**config.mk**
```make
export PLATFORM = sky130hd
export DESIGN_NAME = linked_multi_fifo
export DESIGN_NICKNAME = d
export VERILOG_FILES = /design/src/rtl/linked_fifo_pkg.sv /design/src/rtl/linked_fifo_ram.sv /design/src/rtl/linked_multi_fifo.sv
export SDC_FILE = /design/constraint.sdc
export NUM_CORES = 1
export LEC_CHECK = 0
export CORE_MARGIN = 4
export CORE_UTILIZATION = 35
export DETAILED_ROUTE_END_ITERATION = 10
export PLACE_DENSITY = 0.52
export RECOVER_POWER = 25
export SETUP_SLACK_MARGIN = 0.2
export SLEW_MARGIN = 30
export SYNTH_ARGS = -nofsm -noshare
export SYNTH_HDL_FRONTEND = slang
export SYNTH_SLANG_ARGS = --single-unit
```
**constraint.sdc**
```tcl
create_clock -name clk -period 4.5 [get_ports clk]
set_input_delay 1.125 -clock clk [delete_from_list [all_inputs] [get_ports clk]]
set_output_delay 1.125 -clock clk [all_outputs]
set_load 0.01 [all_outputs]
```
**src/rtl/linked_fifo_pkg.sv**
```systemverilog
// Shared types and elaboration helpers for the linked multi-queue FIFO.
package linked_fifo_pkg;

    typedef enum logic [0:0] {
        ST_INIT = 1'b0,
        ST_RUN  = 1'b1
    } lf_state_e;

    function automatic int clog2_f(input int value);
        int res;
        res = 0;
        for (int i = 0; i < 31; i++) begin
            if (int'(32'd1 << i) < value) begin
                res = i + 1;
            end else begin
                res = res;
            end
        end
        return res;
    endfunction

    // Bit offset of a queue's count field inside the packed occupancy bus.
    function automatic int occ_lsb(input int qi, input int cw);
        return qi * cw;
    endfunction

endpackage

```
**src/rtl/linked_fifo_ram.sv**
```systemverilog
// Single-write, single-read storage array; read port is either registered or asynchronous.
module linked_fifo_ram #(
    parameter int W        = 8,
    parameter int D        = 32,
    parameter int AW       = 5,
    parameter bit REG_READ = 1'b1
) (
    input  logic          clk,
    input  logic          rst_n,
    input  logic          we,
    input  logic [AW-1:0] waddr,
    input  logic [W-1:0]  wdata,
    input  logic          re,
    input  logic [AW-1:0] raddr,
    output logic [W-1:0]  rdata
);
    logic [W-1:0] mem_r [D];

    // Storage write port; contents are not reset
    always_ff @(posedge clk) begin
        if (we) begin
            mem_r[waddr] <= wdata;
        end
    end

    generate
        if (REG_READ) begin : g_reg_read
            logic [W-1:0] rd_r;
            // Registered read samples the array before a same-cycle write lands
            always_ff @(posedge clk or negedge rst_n) begin
                if (!rst_n) begin
                    rd_r <= {W{1'b0}};
                end else if (re) begin
                    rd_r <= mem_r[raddr];
                end
            end
            assign rdata = rd_r;
        end else begin : g_async_read
            logic unused_s;
            assign unused_s = re ^ rst_n;
            assign rdata    = mem_r[raddr];
        end
    endgenerate

endmodule

```
**src/rtl/linked_multi_fifo.sv**
```systemverilog
// QUEUES logical FIFOs threaded through one shared DEPTH-entry pool with a common free list.
module linked_multi_fifo
    import linked_fifo_pkg::*;
#(
    parameter int WIDTH     = 8,
    parameter int DEPTH     = 32,
    parameter int QUEUES    = 8,
    parameter int AF_THRESH = 2,
    parameter int AW        = clog2_f(DEPTH),
    parameter int QW        = clog2_f(QUEUES)
) (
    input  logic                     clk,
    input  logic                     rst_n,
    input  logic                     push,
    input  logic [QW-1:0]            push_q,
    input  logic [WIDTH-1:0]         d,
    input  logic                     pop,
    input  logic [QW-1:0]            pop_q,
    output logic [WIDTH-1:0]         q,
    output logic                     q_valid,
    output logic                     ready,
    output logic [QUEUES-1:0]        empty,
    output logic [QUEUES*(AW+1)-1:0] occupancy,
    output logic [AW:0]              free_count,
    output logic                     full,
    output logic                     almost_full,
    output logic                     err_overflow,
    output logic                     err_underflow
);
    localparam int CW = AW + 1;

    lf_state_e         state_r, state_s;
    logic [AW-1:0]     idx_r, idx_s;
    logic              ready_r, ready_s, init_done_s;
    logic [AW-1:0]     head_r [QUEUES];
    logic [AW-1:0]     tail_r [QUEUES];
    logic [CW-1:0]     occ_r  [QUEUES];
    logic [AW-1:0]     head_s [QUEUES];
    logic [AW-1:0]     tail_s [QUEUES];
    logic [CW-1:0]     occ_s  [QUEUES];
    logic [QUEUES-1:0] empty_r;
    logic [AW-1:0]     free_head_r, free_head_s;
    logic [CW-1:0]     free_cnt_r, free_cnt_s;
    logic              full_r, af_r, q_valid_r, err_ovf_r, err_udf_r;
    logic              push_q_ok_s, pop_q_ok_s, push_ok_s, pop_ok_s, push_to_empty_s;
    logic [AW-1:0]     pop_node_s, push_node_s;
    logic              link_we_s;
    logic [AW-1:0]     link_waddr_s, link_wdata_s, link_raddr_s, link_rdata_s;

    generate
        if ((1 << QW) == QUEUES) begin : g_qpow2
            assign push_q_ok_s = 1'b1;
            assign pop_q_ok_s  = 1'b1;
        end else begin : g_qrange
            assign push_q_ok_s = (int'(push_q) < QUEUES);
            assign pop_q_ok_s  = (int'(pop_q) < QUEUES);
        end
    endgenerate

    // FSM state register
    always_ff @(posedge clk or negedge rst_n) begin
        if (!rst_n) begin
            state_r <= ST_INIT;
        end else begin
            state_r <= state_s;
        end
    end

    // Init walk: chain every entry into the free list, then open for traffic
    always_comb begin
        state_s     = state_r;
        idx_s       = idx_r;
        ready_s     = ready_r;
        init_done_s = 1'b0;
        case (state_r)
            ST_INIT: begin
                idx_s = idx_r + AW'(1);
                if (idx_r == AW'(DEPTH - 1)) begin
                    state_s     = ST_RUN;
                    ready_s     = 1'b1;
                    init_done_s = 1'b1;
                end else begin
                    state_s = ST_INIT;
                end
            end
            ST_RUN: begin
                state_s = ST_RUN;
            end
            default: begin
                state_s = ST_INIT;
                ready_s = 1'b0;
            end
        endcase
    end

    // Op acceptance, list pointer updates and the single link-RAM write
    always_comb begin
        pop_ok_s        = ready_r & pop & pop_q_ok_s & ~empty_r[pop_q];
        push_ok_s       = ready_r & push & push_q_ok_s & (~full_r | pop_ok_s);
        pop_node_s      = head_r[pop_q];
        // A simultaneous pop donates its node to the push, bypassing the free list
        push_node_s     = pop_ok_s ? pop_node_s : free_head_r;
        push_to_empty_s = empty_r[push_q] |
                          (pop_ok_s & (pop_q == push_q) & (occ_r[push_q] == CW'(1)));
        link_raddr_s    = pop_ok_s ? pop_node_s : free_head_r;
        head_s          = head_r;
        tail_s          = tail_r;
        occ_s           = occ_r;
        free_head_s     = free_head_r;
        free_cnt_s      = free_cnt_r;
        link_we_s       = 1'b0;
        link_waddr_s    = {AW{1'b0}};
        link_wdata_s    = {AW{1'b0}};

        if (init_done_s) begin
            free_head_s = {AW{1'b0}};
            free_cnt_s  = CW'(DEPTH);
        end else if (pop_ok_s && !push_ok_s) begin
            free_head_s = pop_node_s;
            free_cnt_s  = free_cnt_r + CW'(1);
        end else if (push_ok_s && !pop_ok_s) begin
            free_head_s = link_rdata_s;
            free_cnt_s  = free_cnt_r - CW'(1);
        end else begin
            free_head_s = free_head_r;
            free_cnt_s  = free_cnt_r;
        end

        if (state_r == ST_INIT) begin
            link_we_s    = 1'b1;
            link_waddr_s = idx_r;
            link_wdata_s = idx_r + AW'(1);
        end else if (push_ok_s && !push_to_empty_s) begin
            link_we_s    = 1'b1;
            link_waddr_s = tail_r[push_q];
            link_wdata_s = push_node_s;
        end else if (pop_ok_s && !push_ok_s) begin
            link_we_s    = 1'b1;
            link_waddr_s = pop_node_s;
            link_wdata_s = free_head_r;
        end else begin
            link_we_s    = 1'b0;
        end

        if (pop_ok_s) begin
            head_s[pop_q] = link_rdata_s;
            occ_s[pop_q]  = occ_r[pop_q] - CW'(1);
        end else begin
            occ_s[pop_q]  = occ_r[pop_q];
        end

        if (push_ok_s) begin
            if (push_to_empty_s) begin
                head_s[push_q] = push_node_s;
            end else begin
                tail_s[push_q] = tail_r[push_q];
            end
            tail_s[push_q] = push_node_s;
            occ_s[push_q]  = occ_s[push_q] + CW'(1);
        end else begin
            tail_s[push_q] = tail_r[push_q];
        end
    end

    // Queue pointers, pool counters, status and sticky error flags
    always_ff @(posedge clk or negedge rst_n) begin
        if (!rst_n) begin
            idx_r       <= {AW{1'b0}};
            ready_r     <= 1'b0;
            free_head_r <= {AW{1'b0}};
            free_cnt_r  <= {CW{1'b0}};
            full_r      <= 1'b1;
            af_r        <= 1'b1;
            q_valid_r   <= 1'b0;
            err_ovf_r   <= 1'b0;
            err_udf_r   <= 1'b0;
            empty_r     <= {QUEUES{1'b1}};
            for (int i = 0; i < QUEUES; i++) begin
                head_r[i] <= {AW{1'b0}};
                tail_r[i] <= {AW{1'b0}};
                occ_r[i]  <= {CW{1'b0}};
            end
        end else begin
            idx_r       <= idx_s;
            ready_r     <= ready_s;
            free_head_r <= free_head_s;
            free_cnt_r  <= free_cnt_s;
            full_r      <= (free_cnt_s == {CW{1'b0}});
            af_r        <= (free_cnt_s < CW'(AF_THRESH));
            q_valid_r   <= pop_ok_s;
            err_ovf_r   <= err_ovf_r | (push & ~push_ok_s);
            err_udf_r   <= err_udf_r | (pop & ~pop_ok_s);
            for (int i = 0; i < QUEUES; i++) begin
                head_r[i]  <= head_s[i];
                tail_r[i]  <= tail_s[i];
                occ_r[i]   <= occ_s[i];
                empty_r[i] <= (occ_s[i] == {CW{1'b0}});
            end
        end
    end

    linked_fifo_ram #(.W(AW), .D(DEPTH), .AW(AW), .REG_READ(1'b0)) u_link_ram (
        .clk(clk), .rst_n(rst_n), .we(link_we_s), .waddr(link_waddr_s), .wdata(link_wdata_s),
        .re(1'b0), .raddr(link_raddr_s), .rdata(link_rdata_s)
    );

    linked_fifo_ram #(.W(WIDTH), .D(DEPTH), .AW(AW), .REG_READ(1'b1)) u_data_ram (
        .clk(clk), .rst_n(rst_n), .we(push_ok_s), .waddr(push_node_s), .wdata(d),
        .re(pop_ok_s), .raddr(pop_node_s), .rdata(q)
    );

    generate
        for (genvar g = 0; g < QUEUES; g++) begin : g_occ
            assign occupancy[occ_lsb(g, CW) +: CW] = occ_r[g];
        end
    endgenerate

    assign q_valid       = q_valid_r;
    assign ready         = ready_r;
    assign empty         = empty_r;
    assign free_count    = free_cnt_r;
    assign full          = full_r;
    assign almost_full   = af_r;
    assign err_overflow  = err_ovf_r;
    assign err_underflow = err_udf_r;

endmodule

```
==> flow_summary.json, run 1 <==
{
  "avgSynthCellArea_um2": 12.4,
  "place_ws_ns": -0.518,
  "p_comb_frac": 0.390,
  "fin_crit_ns": 4.25,
  "ctsHoldBuffers": 0,
  "path_clk_slew_ns": 0.06,
  "p_total_uw": 21200,
  "synth_top_flop_cell": "edfxtp_1",
  "grt_pass1_vias": 21000,
  "hold_viol": 0,
  "p_clk_frac": 0.257,
  "overflow": 0,
  "netlist_instances": 2277,
  "wire_per_inst_um": 25.8,
  "p_int_uw": 13500,
  "clk_latency_ns": 0.62,
  "cts_tree": "done",
  "gp_congestion": 0.966,
  "ir_worst_vdd_v": 0.000352,
  "crit_type": "input port to flop",
  "n_fill_cell": 7379,
  "layout_common_cells": "edfxtp_1 (416), buf_4 (399), nand2_1 (219)",
  "place_area_um2": 33200,
  "vias_per_cell": 5.65,
  "grt_usage": 0.225,
  "ys_seq_area_frac": 0.591,
  "ant_nets": 0,
  "clock.fmax_mhz": 236,
  "p_leak_uw": 0.0134,
  "drive_gt1_frac": 0.264,
  "skew_ns": 0.0359,
  "dr.pass1.iters": 5,
  "power_frac_seq": 0.353,
  "multi_input_area_um2": 10900,
  "cts_inserted_buffers": 67,
  "drc": 0,
  "die_x_um": 292,
  "switching_power_uw": 7670,
  "fin_ws_ns": 0.255,
  "clk_path_buf_depth": 3,
  "powerDensity_nw_per_um2": 597,
  "synthArstFlopShare": 0.286,
  "slew_violations": 347,
  "drt_iter0_drc": 2027,
  "routed_wl_mm": 98.5,
  "die_area_um2": 85200,
  "num_antenna_cells": 0,
  "setup_tns_ns": 0,
  "worst_pin_slew_ns": 1.93,
  "crit_arrival_ns": 4.77,
  "design_area_um2": 35500,
  "ys_ff_latch": 583,
  "run_status": "finished with violations",
  "io_pins": 94,
  "ys.warnings.count": 0,
  "p_sw_frac": 0.362,
  "grt_pass1_wl_mm": 144,
  "synth-edff-count": 416,
  "hold_path_class": "flop to flop",
  "synth.distinct_cells": 113,
  "crit_fanout": 7,
  "die_y_um": 292,
  "portBuffers": 93,
  "finalSetupViolations": 0,
  "rsz0062_at_grt": "true",
  "initial_core_util": 0.355,
  "syn_area_um2": 28200,
  "slew_headroom": -0.289,
  "cp-start-kind": "input port",
  "area_growth_pct": 25.8,
  "cts.sinks": 583,
  "hold_ws_ns": 0.459,
  "dp_hpwl_mm": 70.8,
  "cp-end-kind": "flop",
  "nets": 2742,
  "cp_data_required_time_ns": 5.03,
  "grt_max_degree": 81,
  "register_area_um2": 16700,
  "violations": "max-capacitance violations, max-slew violations",
  "rows": 103,
  "vias": 21600,
  "synth_nets": 2301,
  "clockRootBuffer": "clkbuf_16",
  "cts-htree-levels": 3,
  "antenna_found_initial": 1,
  "core_um2": 79400,
  "drv_cap": 8,
  "min_period_over_period": 0.943,
  "final_common_cell": "edfxtp_1"
}
## synth_stat cells, drive strengths merged (9+ instances only)
master | instances | area share
o21ai | 124 | 0.022
nand3b | 11 | 0.0029
nand2b | 24 | 0.0053
mux4 | 29 | 0.023
mux2i | 142 | 0.051
nor4 | 16 | 0.0061
a2111oi | 12 | 0.0049
a22o | 18 | 0.0056
a31oi | 23 | 0.0053
xnor2 | 16 | 0.0052
nor2b | 13 | 0.0029
a21o | 20 | 0.0053
nand2 | 220 | 0.029
a211oi | 45 | 0.013
nand3 | 46 | 0.0083
dfstp | 10 | 0.0093
nand4 | 35 | 0.0082
a2bb2oi | 10 | 0.0031
o211ai | 28 | 0.0076
or3 | 24 | 0.0053
nor3 | 58 | 0.011
a211o | 11 | 0.0034
nor2 | 188 | 0.026
mux2 | 93 | 0.038
a21oi | 72 | 0.013
inv | 17 | 0.0023
and2 | 13 | 0.0029
o22ai | 46 | 0.010
edfxtp | 416 | 0.44
buf | 80 | 0.018
clkbuf | 69 | 0.0092
a22oi | 33 | 0.0088
xor2 | 10 | 0.0034
a32oi | 19 | 0.0059
and3 | 9 | 0.0020
dfrtp | 157 | 0.14
## flip-flops by register name, indices dropped and copies added (netlist names)
name / count
q_valid: 1
full: 1
err_overflow: 1
state_r: 1
err_underflow: 1
empty: 8
tail_r: 40
free_head_r: 5
ready: 1
almost_full: 1
idx_r: 5
head_r: 40
u_data_ram.mem_r: 256
free_count: 6
occupancy: 48
u_link_ram.mem_r: 160
u_data_ram.rdata: 8
## worst max-delay path, stage by stage
cell and delay (ns):
clkbuf_4 0.22, mux4_2 0.56, mux2i_4 0.28, ha_1 0.29
and2_1 0.17, a32oi_4 0.24, a211o_1 0.20, ha_1 0.35
or4_1 0.56, a31o_1 0.24, a311o_1 0.32, nor4b_2 0.22
## final timing paths
kind / from / to / slack, ns / cells past startpoint
worst max-delay path: pop_q[1] / empty[7] / 0.25 / 12
worst min register to register: err_overflow / err_overflow / 0.46 / 1
worst min-delay path: err_overflow / err_overflow / 0.46 / 1
min in group asynchronous: rst_n / occupancy[44] / 0.98 / 1
worst max register to register: occupancy[0] / empty[7] / 0.54 / 11
max in group asynchronous: rst_n / head_r[13] / 0.76 / 2
## metal layers
metal | global-route usage | routed length, µm | share of wire
met5 | 0 | 0 | 0
met4 | 0.0732 | 3180 | 0.032
met3 | 0.0354 | 6280 | 0.064
met2 | 0.343 | 43900 | 0.45
met1 | 0.331 | 45200 | 0.46
## cells by family (layout without fill, tap and decap cells)
kind of cell,after synthesis,count (layout),synth area share
multiplexers,264,264,0.112
XOR/XNOR,26,26,0.00860
AO/OA/AOI/OAI,534,534,0.133
AND/OR/NAND/NOR,696,696,0.123
flip-flops,583,583,0.591
buffers and inverters,168,661,0.0302
adder cells (fa/ha/maj),6,6,0.00266
## area by class of cell
cell class / instances / area share
multi-input cells: 1526 / 0.306
clock buffers: 93 / 0.0520
flip-flops and latches: 583 / 0.470
repair buffers: 521 / 0.122
clock inverters: 28 / 0.0102
inverters: 19 / 0.00215
well taps: 1050 / 0.0370
## timing repair
item                                    CTS  global route
endpoints found under the setup margin   20           159
pin swaps                                 0             2
resized for setup                         4            17
setup buffers                             0             0
## power groups by stage
stage                     Clock [µW]  Sequential [µW]  Combinational, µW
after floorplan                    0             7280               4210
after CTS                       5570             7450               8190
after global routing            5790             7530               8770
after detailed placement           0             7550               8140
after global placement             0             7550               8090
final                           5450             7470               8250
## stage by stage
stage	cells	utilization
after floorplan	2277	-
after global placement	3699	0.418
after detailed placement	3699	0.419
after CTS	3820	0.447
after global routing	3820	0.447
final	3820	0.447
Note: power is estimated with default switching activity, not from simulation.
==> inputs of run 2 (changes only) <==
Settings changed: CAP_MARGIN set to 20, CORE_MARGIN 4 to 2.
==> flow_summary.json, run 2 (synthesis gave the netlist of run 1 again) <==
{
  "final_common_cell": "edfxtp_1",
  "gp_congestion": 0.966,
  "area_growth_pct": 25.8,
  "violations": "max-capacitance violations, max-slew violations",
  "powerDensity_nw_per_um2": 593,
  "run_status": "finished with violations",
  "ant_nets": 0,
  "initial_core_util": 0.352,
  "path_clk_slew_ns": 0.06,
  "grt_usage": 0.237,
  "place_ws_ns": -0.368,
  "min_period_over_period": 0.930,
  "cts_setup_buffers": 0,
  "largest_reg_flops": 256,
  "grt_pass1_vias": 21300,
  "clk_latency_ns": 0.63,
  "dp_hpwl_mm": 71.7,
  "crit_type": "input port to flop",
  "die_area_um2": 82900,
  "drc": 0,
  "p_leak_uw": 0.0134,
  "wl_met2_mm": 44.6,
  "antenna_found_initial": 0,
  "hold_viol": 0,
  "design_area_um2": 35500,
  "whs_path_depth": 1,
  "vias_per_cell": 5.62,
  "routed.top_layer": "met4",
  "portBuffers": 93,
  "rsz0062_at_grt": "false",
  "reg2regPathDepth": 13,
  "grt_max_degree": 70,
  "clock.fmax_mhz": 239,
  "cts.sinks": 583,
  "clk_path_buf_depth": 3,
  "hold_path_class": "flop to flop",
  "num_antenna_cells": 0,
  "p_total_uw": 21000,
  "route.met3.wl_mm": 6.70,
  "die_y_um": 288,
  "finalSetupViolations": 0,
  "drt_iter0_drc": 2300,
  "die_x_um": 288,
  "largest-register": "u_data_ram.mem_r",
  "cts-htree-levels": 3,
  "slew_headroom": -1.16,
  "m1WireLength_mm": 45.0,
  "crit_arrival_ns": 4.52,
  "fin_ws_ns": 0.314,
  "ir_worst_vdd_v": 0.000334,
  "cp_data_required_time_ns": 4.84,
  "cp-start-kind": "input port",
  "rows": 104,
  "routed_wl_mm": 99.0,
  "nets": 2751,
  "cts_inserted_buffers": 68,
  "grt_pass1_wl_mm": 145,
  "skew_ns": 0.0394,
  "fin_crit_ns": 4.19,
  "drv_cap": 8,
  "overflow": 0,
  "slew_violations": 300,
  "place_area_um2": 33300,
  "cts_tree": "done",
  "layout_common_cells": "edfxtp_1 (416), buf_4 (401), nand2_1 (219)",
  "io_pins": 94,
  "cp-end-kind": "flop",
  "core_um2": 80200,
  "clockRootBuffer": "clkbuf_16",
  "wire_per_inst_um": 25.8,
  "crit_fanout": 11,
  "worst_pin_slew_ns": 3.24,
  "drive_gt1_frac": 0.265,
  "dr.pass1.iters": 6,
  "vias": 21600
}
[run 2: critical path, stage by stage]
cell,delay (ns)
clkdlybuf4s50_1,0.40
buf_4,0.18
buf_4,0.17
nor3_1,0.51
nor3_1,0.10
o31ai_1,0.33
buf_4,0.21
a21o_1,0.15
o31ai_1,0.11
a21oi_1,0.45
buf_4,0.20
o21ai_1,0.06
buf_4,0.20
nor2_1,0.16
buf_4,0.16
[run 2: layer usage]
layer | vias to the layer above | track usage
met1 | 10900 | 0.345
met2 | 869 | 0.363
li1 | 9677 | -
met5 | - | 0
met3 | 138 | 0.0391
met4 | 0 | 0.0714
[run 2: repair_timing]
action,CTS,global route
hold endpoints to repair,0,0
setup endpoints to repair,0,151
gates resized for setup,0,11
hold buffers,0,0
[run 2: final timing paths]
| check | startpoint | to | slack (ns) |
|---|---|---|---|
| hold / removal | err_underflow | err_underflow | 0.47 |
| setup / recovery | push_q[1] | u_link_ram.mem_r[12][3] | 0.31 |
| max in group asynchronous | rst_n | u_data_ram.rdata[4] | 0.77 |
| setup reg to reg | occupancy[3] | u_link_ram.mem_r[12][3] | 0.54 |
| min in group asynchronous | rst_n | occupancy[8] | 1.73 |
| hold reg to reg | err_underflow | err_underflow | 0.47 |
[run 2: power by group]
part	internal [µW]	switching, µW
Sequential	6660	835
Clock	3000	2300
Combinational	3700	4540
Total	13400	7670
[run 2: area by class of cell]
type,count,area (µm²)
well taps,1060,1330
inverters,19,76.3
clock buffers,84,1800
clock inverters,39,339
fillers,7369,44700
flip-flops and latches,583,16700
multi-input cells,1526,10800
repair buffers,529,4470
[run 2: metrics by stage]
step / hold slack [ns] / TNS (ns) / util / cells
2_1_floorplan: 0.444 / -0.0270 / - / 2277
3_3_place_gp: 0.440 / -69.33 / 0.416 / 3717
3_5_place_dp: 0.460 / -73.77 / 0.416 / 3717
4_1_cts: 0.471 / 0 / 0.443 / 3840
5_1_grt: 0.500 / 0 / 0.443 / 3840
6_report: 0.465 / 0 / 0.443 / 3840
==> inputs of run 3 (changes only) <==
Settings changed: CELL_PAD_IN_SITES_DETAIL_PLACEMENT set to 0, CELL_PAD_IN_SITES_GLOBAL_PLACEMENT set to 2, PLACE_DENSITY 0.52 to 0.69.
==> flow_summary.json, run 3 (synthesis gave the netlist of run 1 again) <==
{
  "run_status": "finished with violations",
  "violations": "max-capacitance violations, max-slew violations",
  "slew_headroom": -0.270,
  "nets": 2766,
  "p_leak_uw": 0.0136,
  "crit_type": "input port to flop",
  "gp_congestion": 0.955,
  "use_met1": 0.346,
  "grt-busiest-layer": "met2",
  "vias": 21400,
  "cp-start-kind": "input port",
  "die_y_um": 288,
  "worstSetupStartpoint": "push_q[1]",
  "dr.pass1.iters": 5,
  "vias_per_cell": 5.55,
  "cts.sinks": 583,
  "area_growth_pct": 27.1,
  "clk_path_buf_depth": 3,
  "largest_reg_flops": 256,
  "clk_latency_ns": 0.62,
  "grt_max_degree": 68,
  "dp_hpwl_mm": 74.2,
  "antenna_found_initial": 0,
  "final_common_cell": "edfxtp_1",
  "fin_crit_ns": 4.21,
  "hold_path_class": "flop to flop",
  "die_x_um": 288,
  "rsz0062_at_grt": "true",
  "ir_worst_vdd_v": 0.000301,
  "worst_pin_slew_ns": 1.90,
  "portBuffers": 93,
  "overflow": 0,
  "path_clk_slew_ns": 0.06,
  "hold_viol": 0,
  "p_total_uw": 21600,
  "drt_iter0_drc": 2030,
  "cp-end-kind": "flop",
  "crit_fanout": 17,
  "grt_pass1_vias": 21300,
  "drv_cap": 7,
  "clockRootBuffer": "clkbuf_16",
  "clock.fmax_mhz": 238,
  "crit_arrival_ns": 4.73,
  "cp_data_required_time_ns": 5.02,
  "cts_inserted_buffers": 66,
  "finalSetupViolations": 0,
  "initial_core_util": 0.352,
  "wire_per_inst_um": 26.4,
  "cts-htree-levels": 3,
  "drc": 0,
  "powerDensity_nw_per_um2": 601,
  "min_period_over_period": 0.935,
  "io_pins": 94,
  "n_fill_cell": 7447,
  "grt_use_met2": 0.378,
  "grt_usage": 0.243,
  "slew_violations": 291,
  "die_area_um2": 82900,
  "grt_pass1_wl_mm": 147,
  "largest-register": "u_data_ram.mem_r",
  "fin_ws_ns": 0.291,
  "met3_usage": 0.0303,
  "drive_gt1_frac": 0.276,
  "cts_tree": "done",
  "core_um2": 80200,
  "r2r-start": "occupancy[19]",
  "ant_nets": 0,
  "layout_common_cells": "edfxtp_1 (416), buf_4 (415), nand2_1 (219)",
  "multi_input_area_um2": 10900,
  "min_from": "err_overflow",
  "register_area_um2": 16700,
  "skew_ns": 0.0423,
  "routed_wl_mm": 102,
  "rows": 104,
  "place_ws_ns": -0.442
}
-- run 3: cell types whose count changed in the layout (fill, tap and decap cells not counted), sizes merged --
cell         delta
diode           +1
clkinv          -6
inv             -1
dlygate4sd3     -1
bufinv          +4
buf            +17
clkinvlp        +2
dlygate4sd2     -1
-- run 3: cell type report --
class                   count  area share
clock buffers              82      0.0506
diodes                      1   0.0000698
repair buffers            546       0.130
inverters                  19     0.00202
flip-flops and latches    583       0.465
clock inverters            38      0.0113
multi-input cells        1526       0.304
well taps                1060      0.0370
-- run 3: path summary, 6_finish.rpt --
path / to / slack, ns / cells past startpoint
max: empty[7] / 0.29 / 13
max in group asynchronous: tail_r[23] / 1.07 / 2
min in group asynchronous: occupancy[13] / 1.04 / 1
min reg2reg: err_overflow / 0.46 / 1
max reg2reg: u_link_ram.mem_r[19][1] / 0.56 / 12
min: err_overflow / 0.46 / 1
-- run 3: worst max-delay path, cell delays in order --
cell and delay [ns]:
clkdlybuf4s50_1 0.45, buf_12 0.18, or2_0 0.25, nor3_1 0.45
buf_4 0.23, a22oi_1 0.08, and3_1 0.22, o211ai_2 0.08
ha_2 0.33, or4_1 0.53, a31o_1 0.25, a311o_1 0.31
nor4b_2 0.23
-- run 3: through the flow --
| stage | utilization | hold WS, ns | instance area (µm²) | TNS (ns) | std cells |
|---|---|---|---|---|---|
| global placement | 0.418 | 0.443 | 33500 | -60.37 | 3729 |
| global route | 0.447 | 0.460 | 35900 | 0 | 3854 |
| floorplan | - | 0.444 | 28200 | -0.0270 | 2277 |
| finish | 0.447 | 0.455 | 35900 | 0 | 3855 |
| detailed placement | 0.417 | 0.447 | 33500 | -69.41 | 3729 |
| CTS | 0.445 | 0.457 | 35700 | 0 | 3849 |
-- run 3: what timing repair did --
action                                 4_1_cts  5_1_grt
endpoints found under the hold margin        0        0
setup buffers                                0        4
resized for setup                            0       31
setup endpoints to repair                    0      191
hold buffers                                 0        0
-- run 3: metal layers --
layer / share of wire / up-vias
met4: 0.038 / 0
met2: 0.45 / 713
met3: 0.050 / 176
met5: 0 / -
met1: 0.46 / 10800
li1: - / 9713
-- run 3: power breakdown --
group | internal, µW | switching (µW) | total (µW)
Sequential | 6660 | 784 | 7440
Clock | 3240 | 2260 | 5500
Combinational | 3820 | 4810 | 8620
